**config.mk**
```make
export PLATFORM = sky130hd
export DESIGN_NAME = fuzz_stim_sequencer
export DESIGN_NICKNAME = d
export VERILOG_FILES = /design/src/rtl/fuzz_seq_pkg.sv /design/src/rtl/fuzz_vec_ram.sv /design/src/rtl/fuzz_stim_sequencer.sv
export SDC_FILE = /design/constraint.sdc
export NUM_CORES = 2
export LEC_CHECK = 0
export BUFFER_PORTS_ARGS = -buffer_cell sky130_fd_sc_hd__buf_4
export CORE_MARGIN = 3
export CORE_UTILIZATION = 65
export CTS_BUF_LIST = sky130_fd_sc_hd__clkbuf_4 sky130_fd_sc_hd__clkbuf_8
export DETAILED_ROUTE_END_ITERATION = 8
export PLACE_DENSITY = 0.86
export SLEW_MARGIN = 5
export SYNTH_ARGS = -nofsm -noshare
export SYNTH_HDL_FRONTEND = slang
export SYNTH_SLANG_ARGS = --single-unit
export TNS_END_PERCENT = 10
```
**constraint.sdc**
```tcl
create_clock -name clk -period 12 [get_ports clk]
set_clock_uncertainty 0.1 [all_clocks]
set_input_delay 2.4 -clock clk [delete_from_list [all_inputs] [get_ports clk]]
set_output_delay 2.4 -clock clk [all_outputs]
set_load 0.1 [all_outputs]
```
**src/rtl/fuzz_seq_pkg.sv**
```systemverilog
// Shared types and constants for the fuzz stimulus sequencer.
// Widths match the synthesised fuzz `top` netlist.
package fuzz_seq_pkg;
  localparam int          TOP_VEC_W   = 63;
  localparam int          TOP_Y_W     = 550;
  localparam int          TOP_SIG_W   = 32;
  localparam int          FOLD_CHUNKS = 18;
  localparam logic [31:0] POLY_DEF    = 32'h04C11DB7;

  typedef enum logic [2:0] {
    S_IDLE     = 3'd0,
    S_APPLY    = 3'd1,
    S_SETTLE_W = 3'd2,
    S_CAPTURE  = 3'd3,
    S_FINISH   = 3'd4
  } state_e;

  // Zero-extend y to a whole number of signature words, then XOR them together.
  function automatic logic [TOP_SIG_W-1:0] fold(input logic [TOP_Y_W-1:0] y);
    logic [FOLD_CHUNKS*TOP_SIG_W-1:0] ext;
    logic [TOP_SIG_W-1:0]             acc;
    ext = '0;
    ext[TOP_Y_W-1:0] = y;
    acc = '0;
    for (int k = 0; k < FOLD_CHUNKS; k++) acc ^= ext[k*TOP_SIG_W +: TOP_SIG_W];
    return acc;
  endfunction
endpackage

```
**src/rtl/fuzz_vec_ram.sv**
```systemverilog
// Vector table: one synchronous write port, asynchronous read, no reset.
module fuzz_vec_ram #(
  parameter int DEPTH = 32,
  parameter int AW    = 5,
  parameter int VEC_W = 63
) (
  input  logic             clk,
  input  logic             we,
  input  logic [AW-1:0]    waddr,
  input  logic [VEC_W-1:0] wdata,
  input  logic [AW-1:0]    raddr,
  output logic [VEC_W-1:0] rdata
);
  logic [VEC_W-1:0] mem_q [DEPTH];

  always_ff @(posedge clk) begin
    if (we) mem_q[waddr] <= wdata;
  end

  assign rdata = mem_q[raddr];
endmodule

```
**src/rtl/fuzz_stim_sequencer.sv**
```systemverilog
// Clocked stimulus engine: applies table vectors to the DUT, waits SETTLE cycles,
// folds y into a CRC-style signature and compares against an expected value.
module fuzz_stim_sequencer
  import fuzz_seq_pkg::*;
#(
  parameter int               VEC_W  = TOP_VEC_W,
  parameter int               Y_W    = TOP_Y_W,
  parameter int               DEPTH  = 32,
  parameter int               AW     = 5,
  parameter int               SIG_W  = TOP_SIG_W,
  parameter logic [SIG_W-1:0] POLY   = POLY_DEF,
  parameter int               SETTLE = 2
) (
  input  logic             clk,
  input  logic             rst,
  input  logic             ld_valid,
  input  logic [AW-1:0]    ld_addr,
  input  logic [VEC_W-1:0] ld_data,
  input  logic [AW:0]      num_vec,
  input  logic [SIG_W-1:0] exp_sig,
  input  logic             start,
  output logic [VEC_W-1:0] dut_in,
  input  logic [Y_W-1:0]   dut_y,
  output logic             busy,
  output logic             done,
  output logic             pass,
  output logic [SIG_W-1:0] sig,
  output logic [AW:0]      vec_idx
);
  localparam logic [3:0] SETTLE_LD = 4'(SETTLE - 1);

  state_e           state_q, state_d;
  logic [VEC_W-1:0] dut_in_q, dut_in_d;
  logic [SIG_W-1:0] sig_q, sig_d, exp_q, exp_d;
  logic [AW:0]      vec_idx_q, vec_idx_d, num_q, num_d;
  logic [3:0]       cnt_q, cnt_d;
  logic             pass_q, pass_d, done_q, done_d;
  logic [VEC_W-1:0] rd_data;
  logic             last_vec;

  fuzz_vec_ram #(.DEPTH(DEPTH), .AW(AW), .VEC_W(VEC_W)) u_ram (
    .clk   (clk),
    .we    (ld_valid),
    .waddr (ld_addr),
    .wdata (ld_data),
    .raddr (vec_idx_q[AW-1:0]),
    .rdata (rd_data)
  );

  assign last_vec = ((vec_idx_q + 1'b1) == num_q);

  always_ff @(posedge clk or posedge rst) begin
    if (rst) state_q <= S_IDLE;
    else     state_q <= state_d;
  end

  // start outside IDLE is deliberately not looked at.
  always_comb begin
    state_d = state_q;
    case (state_q)
      S_IDLE:     if (start) state_d = (num_vec == '0) ? S_FINISH : S_APPLY;
      S_APPLY:    state_d = S_SETTLE_W;
      S_SETTLE_W: if (cnt_q == '0) state_d = S_CAPTURE;
      S_CAPTURE:  state_d = last_vec ? S_FINISH : S_APPLY;
      default:    state_d = S_IDLE;
    endcase
  end

  always_comb begin
    dut_in_d  = dut_in_q;
    sig_d     = sig_q;
    exp_d     = exp_q;
    vec_idx_d = vec_idx_q;
    num_d     = num_q;
    cnt_d     = cnt_q;
    pass_d    = pass_q;
    done_d    = 1'b0;
    case (state_q)
      S_IDLE: if (start) begin
        num_d     = num_vec;
        exp_d     = exp_sig;
        sig_d     = '0;
        vec_idx_d = '0;
        pass_d    = 1'b0;
      end
      S_APPLY: begin
        dut_in_d = rd_data;
        cnt_d    = SETTLE_LD;
      end
      S_SETTLE_W: if (cnt_q != '0) cnt_d = cnt_q - 1'b1;
      S_CAPTURE: begin
        sig_d     = {sig_q[SIG_W-2:0], 1'b0} ^ (sig_q[SIG_W-1] ? POLY : '0) ^ fold(dut_y);
        vec_idx_d = vec_idx_q + 1'b1;
      end
      S_FINISH: begin
        pass_d = (sig_q == exp_q);
        done_d = 1'b1;
      end
      default: ;
    endcase
  end

  always_ff @(posedge clk or posedge rst) begin
    if (rst) begin
      dut_in_q  <= '0;
      sig_q     <= '0;
      exp_q     <= '0;
      vec_idx_q <= '0;
      num_q     <= '0;
      cnt_q     <= '0;
      pass_q    <= 1'b0;
      done_q    <= 1'b0;
    end else begin
      dut_in_q  <= dut_in_d;
      sig_q     <= sig_d;
      exp_q     <= exp_d;
      vec_idx_q <= vec_idx_d;
      num_q     <= num_d;
      cnt_q     <= cnt_d;
      pass_q    <= pass_d;
      done_q    <= done_d;
    end
  end

  // done and pass leave FINISH registered, so they land in the first IDLE cycle with busy low.
  assign busy    = (state_q != S_IDLE);
  assign done    = done_q;
  assign pass    = pass_q;
  assign sig     = sig_q;
  assign vec_idx = vec_idx_q;
  assign dut_in  = dut_in_q;
endmodule

```
# --- After elaboration in Yosys (flattened, before gate mapping) ---
# Memories as Yosys holds them, arrays and structs flattened. A register that Yosys moved wholly into a read port is not among the register bits.
# Index checks and enable logic that the tools add are counted.
word_totals:
  mem_count: 1
  ramBits: 2016
  word_cells: 69
  regBits: 85
  out_inout_bits: 104
op_classes:
  muxes: 17
  n_bitwise: 19
  n_reduce_logical: 13
  eq_ne: 9
  n_addsub: 2
memory_table:
  columns: ["name", "words", "width", "read_ports", "rd_clocked_by_memory_dff", "wr", "line", "source"]
  rows:
  - ["u_ram.mem_q", 32, 63, 1, 1, 1, "fuzz_vec_ram.sv:14", "logic [VEC_W-1:0] mem_q [DEPTH];"]
ops:
  columns: ["operator", "count"]
  rows:
  - ["bitwise XOR 32 bit", 17]
  - ["case mux 32 bit (2 select lines)", 1]
  - ["equality test 32 bit", 1]
  - ["two-way mux 32 bit", 1]
  - ["bitwise XOR 32 x 27 -> 32 bit", 1]
  - ["bitwise XOR 32 x 6 -> 32 bit", 1]
  - ["two-way mux 27 bit", 1]
  - ["two-way mux 3 bit", 4]
  - ["case mux 3 bit (4 select lines)", 1]
  - ["case mux 6 bit (2 select lines)", 1]
  - ["AND reduction 2 bit", 5]
  - ["case mux 4 bit (2 select lines)", 1]
  - ["adder 6 x 1 -> 6 bit, second input constant", 1]
  - ["equality test 3 x 2 -> 1 bit, second input constant", 2]
  - ["equality test 6 bit", 1]
  - ["logical NOT 6 bit", 1]
  - ["two-way mux 6 bit", 1]
  - ["inequality test 2 bit, second input constant", 3]
  - ["nonzero test 2 bit", 3]
  - ["logical NOT 4 bit", 1]
  - ["two-way mux 1 bit", 4]
  - ["two-way mux 4 bit", 1]
  - ["nonzero test 4 bit", 1]
  - ["subtractor 4 x 1 -> 4 bit, second input constant", 1]
  - ["other kinds (5)", 5]

# --- Longest topological paths before layout ---
logic_depth:
  ltp_word: 19
  ltp_mapped: 9
  ltp_nobuf: 6

# --- By module ---
# From an unflattened synthesis, not the netlist that was laid out.
unflattened:
  cells_unflattened: 3986
  area_unflattened_um2: 87899.3
modules_own_cells:
  columns: ["mod", "instances", "area_per_inst_um2", "cells_per_inst"]
  rows:
  - ["fuzz_vec_ram", 1, 76540.9, 2992]
  - ["fuzz_stim_sequencer", 1, 11358.4, 994]

# --- Worst setup path after synthesis ---
# No wires, ideal clock.
synth_path:
  path_kind: "input to register"
  from: "input port ld_addr[1]"
  to: "memory u_ram.mem_q[12][0], enable pin"
  setup_time_ns: 0.484
  setup_slack_ns: 5.721
  required_ns: 11.416
  n_path_buf: 1
  arrival_time_ns: 5.694
  path_stages: 3
  path_cell_list: "or3b_2 clkbuf_1 nor2_1"
synth_rtl:
  columns: ["element", "line", "source"]
  rows:
  - ["from (decl)", "fuzz_stim_sequencer.sv:17", "input logic [AW-1:0] ld_addr,"]
  - ["to (decl)", "fuzz_vec_ram.sv:14", null]
# No word-level cell before the write port.

# --- Worst setup path in the final report ---
layout_path:
  from: "register state_q[1]"
  to: "output port busy"
layout_via:
  elab_chain_len: 1
layout_rtl:
  columns: ["element", "line", "source"]
  rows:
  - ["from (decl)", "fuzz_stim_sequencer.sv:32", "state_e state_q, state_d;"]
  - ["from (signal assigned)", "fuzz_stim_sequencer.sv:54", "else state_q <= state_d;"]
  - ["nonzero test 3 bit", "fuzz_stim_sequencer.sv:126", "assign busy = (state_q != S_IDLE);"]
  - ["to (decl)", "fuzz_stim_sequencer.sv:24", "output logic busy,"]
# Every way passes these cells.

==> reports/results.tsv <==
metric	value	unit
pwr dens	214	nW/um2
status	complete, no violations	
port bufs	763	
max-slew violations	0	
fraction of layout cells with a size suffix above 1	33.5	%
GRT Resource Usage Total	40.2	%
FF-to-FF Start	vec_idx[0]$_DFFE_PP0P_	
fill count	6644	
unrepaired setup endpoints after global routing	false	
crit end category	primary output	
most frequent cells in the layout	edfxtp_1, buf_4, xnor2_1, mux4_2, clkbuf_8	
final hold vios	0	
Max-cap violations	0	
Tcrit/Tclk final	40.9	%
I/O pin cnt	764	
CTS tree	done	
CP arrival	2.41	ns
net count after synthesis	5172	
Starting Density	65.9	%
post-synthesis sequential area ratio	72.7	%
worst path required time	9.50	ns
slew margin rel.	16.7	%
post_cts resized	0	
H-tree levels	5	
commonest non-fill, non-tap cell in the layout	edfxtp_1	
Fin Setup TNS	0	ns
Hold Path Origin	cnt_q[0]$_DFFE_PP0P_	
gpl congestion	0.986	
vias per cell	6.92	
CP Class	reg2out	
number of global-route vias before repair	52626	
Syn Area/Cell	19.6	um2
CTS Hold Bufs	0	
DRC viols	0	
Reg clk slew, reported paths	0.06	ns
number of detailed-route iterations in the first pass	6	
largest net degree at the start of global routing	140	
die height	375	um
Slew @ Worst Pin	1.25	ns
worst vdd ir	0.000188	V
flops & latches, synth	2164	
GRT overflow	0	
first-pass GRT wire length	393000	um
Setup Fix Bufs, Post-CTS	0	
Register Area	64300	um2
Iteration-0 DRC Markers	8216	
multi-input logic area	23100	um2
ys async rst share	6.84	%
Syn Std Cell Area	88300	um2
core area	134000	um2
final wirelength	282000	um
Final Worst Setup Slack	7.09	ns
Most used DFF post-synth	edfxtp_1	
die footprint	140000	um2
Vias	51985	
CTS buffer count	336	
clk_lat worst skew	1.01	ns
Leakage	0.0347	uW
Rows	134	
clk root buf	clkbuf_8	
EDFF count, synth	2016	
Sink Count	2164	
Place WS	6.40	ns
type of the worst min-delay path	reg2reg	
initial antenna violation count	45	
antenna viol nets, final	0	
Final nets	6121	
average wire per standard cell	37.5	um
Worst Path Max Fanout	8	
post-synth cell types	50	
CTS Buffer Depth	4	
Crit. Startpoint	state_q[1]$_DFFE_PP0P_	
cells after synthesis	4510	
fmax	0.204	GHz
die width	375	um
total power	22000	uW
# setup viols final	0	
hpwl dp	171000	um
Worst setup SP type	flop	
Area Growth Syn to Fin	16.2	%
fin crit period	4.91	ns
Yosys warnings	0	
worst max-delay path, cell delays in order, from the launching register on:
cell and delay (ns):
dfrtp_1 0.48, nor3_1 0.35, inv_1 0.28, buf_4 0.32
worst paths after layout:
kind | endpoint | slack [ns] | cells past startpoint
setup / recovery | busy | 7.09 | 3
hold / removal | cnt_q[0]$_DFFE_PP0P_ | 0.40 | 1
setup reg to reg | dut_in[55]$_DFFE_PP0P_ | 7.38 | 6
hold reg to reg | cnt_q[0]$_DFFE_PP0P_ | 0.40 | 1
max in group asynchronous | vec_idx[4]$_DFFE_PP0P_ | 8.73 | 3
min in group asynchronous | cnt_q[1]$_DFFE_PP0P_ | 1.36 | 2
Yosys cell counts (all sizes together), types with 2 or more instances:
master,instances,area share (%)
nor4,6,0.042
edfxtp,2016,69
buf,147,1.1
clkbuf,97,0.41
a21oi,13,0.074
ha,2,0.028
nand4,5,0.035
nand2,43,0.18
a211o,59,0.58
and2,3,0.021
o21ai,124,0.70
nor3,5,0.028
nand3b,5,0.042
dfrtp,148,4.2
o22ai,91,0.64
o31ai,2,0.017
nand2b,2,0.014
xnor3,32,0.82
o21bai,57,0.48
mux2i,243,2.8
o32ai,3,0.030
o221ai,59,0.92
a22oi,4,0.034
or3b,3,0.030
mux2,38,0.48
mux4,393,10
a31oi,57,0.40
nor2b,7,0.050
nand3,7,0.040
nor2,166,0.71
inv,7,0.030
xnor2,480,4.8
xor2,62,0.61
a22o,114,1.1
final cells by class:
type	instances	share of cell area, %
clock inverter	113	0.678
multi-input combinational	2095	22.5
clock buffer	481	5.70
inverter	7	0.0329
sequential	2164	62.6
timing repair buffer	855	6.29
antenna	30	0.0731
tap	1768	2.15
state kept, by name, indices dropped and copies added, names as in the netlist:
| register | cells |
|---|---|
| cnt_q | 4 |
| done | 1 |
| dut_in | 63 |
| exp_q | 32 |
| num_q | 6 |
| pass | 1 |
| sig | 32 |
| state_q | 3 |
| u_ram.mem_q | 2016 |
| vec_idx | 6 |
layer usage:
| layer | up-vias | track usage (%) | wire (um) |
|---|---|---|---|
| li1 | 20160 | - | - |
| met1 | 26072 | 51.0 | 90700 |
| met2 | 4883 | 64.6 | 138000 |
| met3 | 854 | 9.27 | 33200 |
| met4 | 16 | 23.6 | 19600 |
| met5 | - | 0 | 92 |
logic make-up after synthesis:
family	synth area share, %
simple gates	1.22
mux	13.3
compound gates	5.09
flops	72.7
fa+ha+maj	0.0283
buf+inv	1.50
xor+xnor	6.19
metrics by stage:
| step | cells | utilization [%] | hold slack, ns | area [um2] |
|---|---|---|---|---|
| 3_5_place_dp | 6889 | 71.6 | 0.396 | 96000 |
| 4_1_cts | 7483 | 76.5 | 0.404 | 103000 |
| 5_1_grt | 7509 | 76.5 | 0.429 | 103000 |
| 6_report | 7513 | 76.5 | 0.404 | 103000 |
| 2_1_floorplan | 4510 | - | 0.369 | 88300 |
| 3_3_place_gp | 6889 | 71.6 | 0.389 | 96000 |
report_power, final:
group	total [uW]	switching (uW)	internal, uW
Sequential	9000	420	8580
Combinational	6800	4160	2640
Clock	6180	2890	3290
Power figures use the tool's default switching activity.
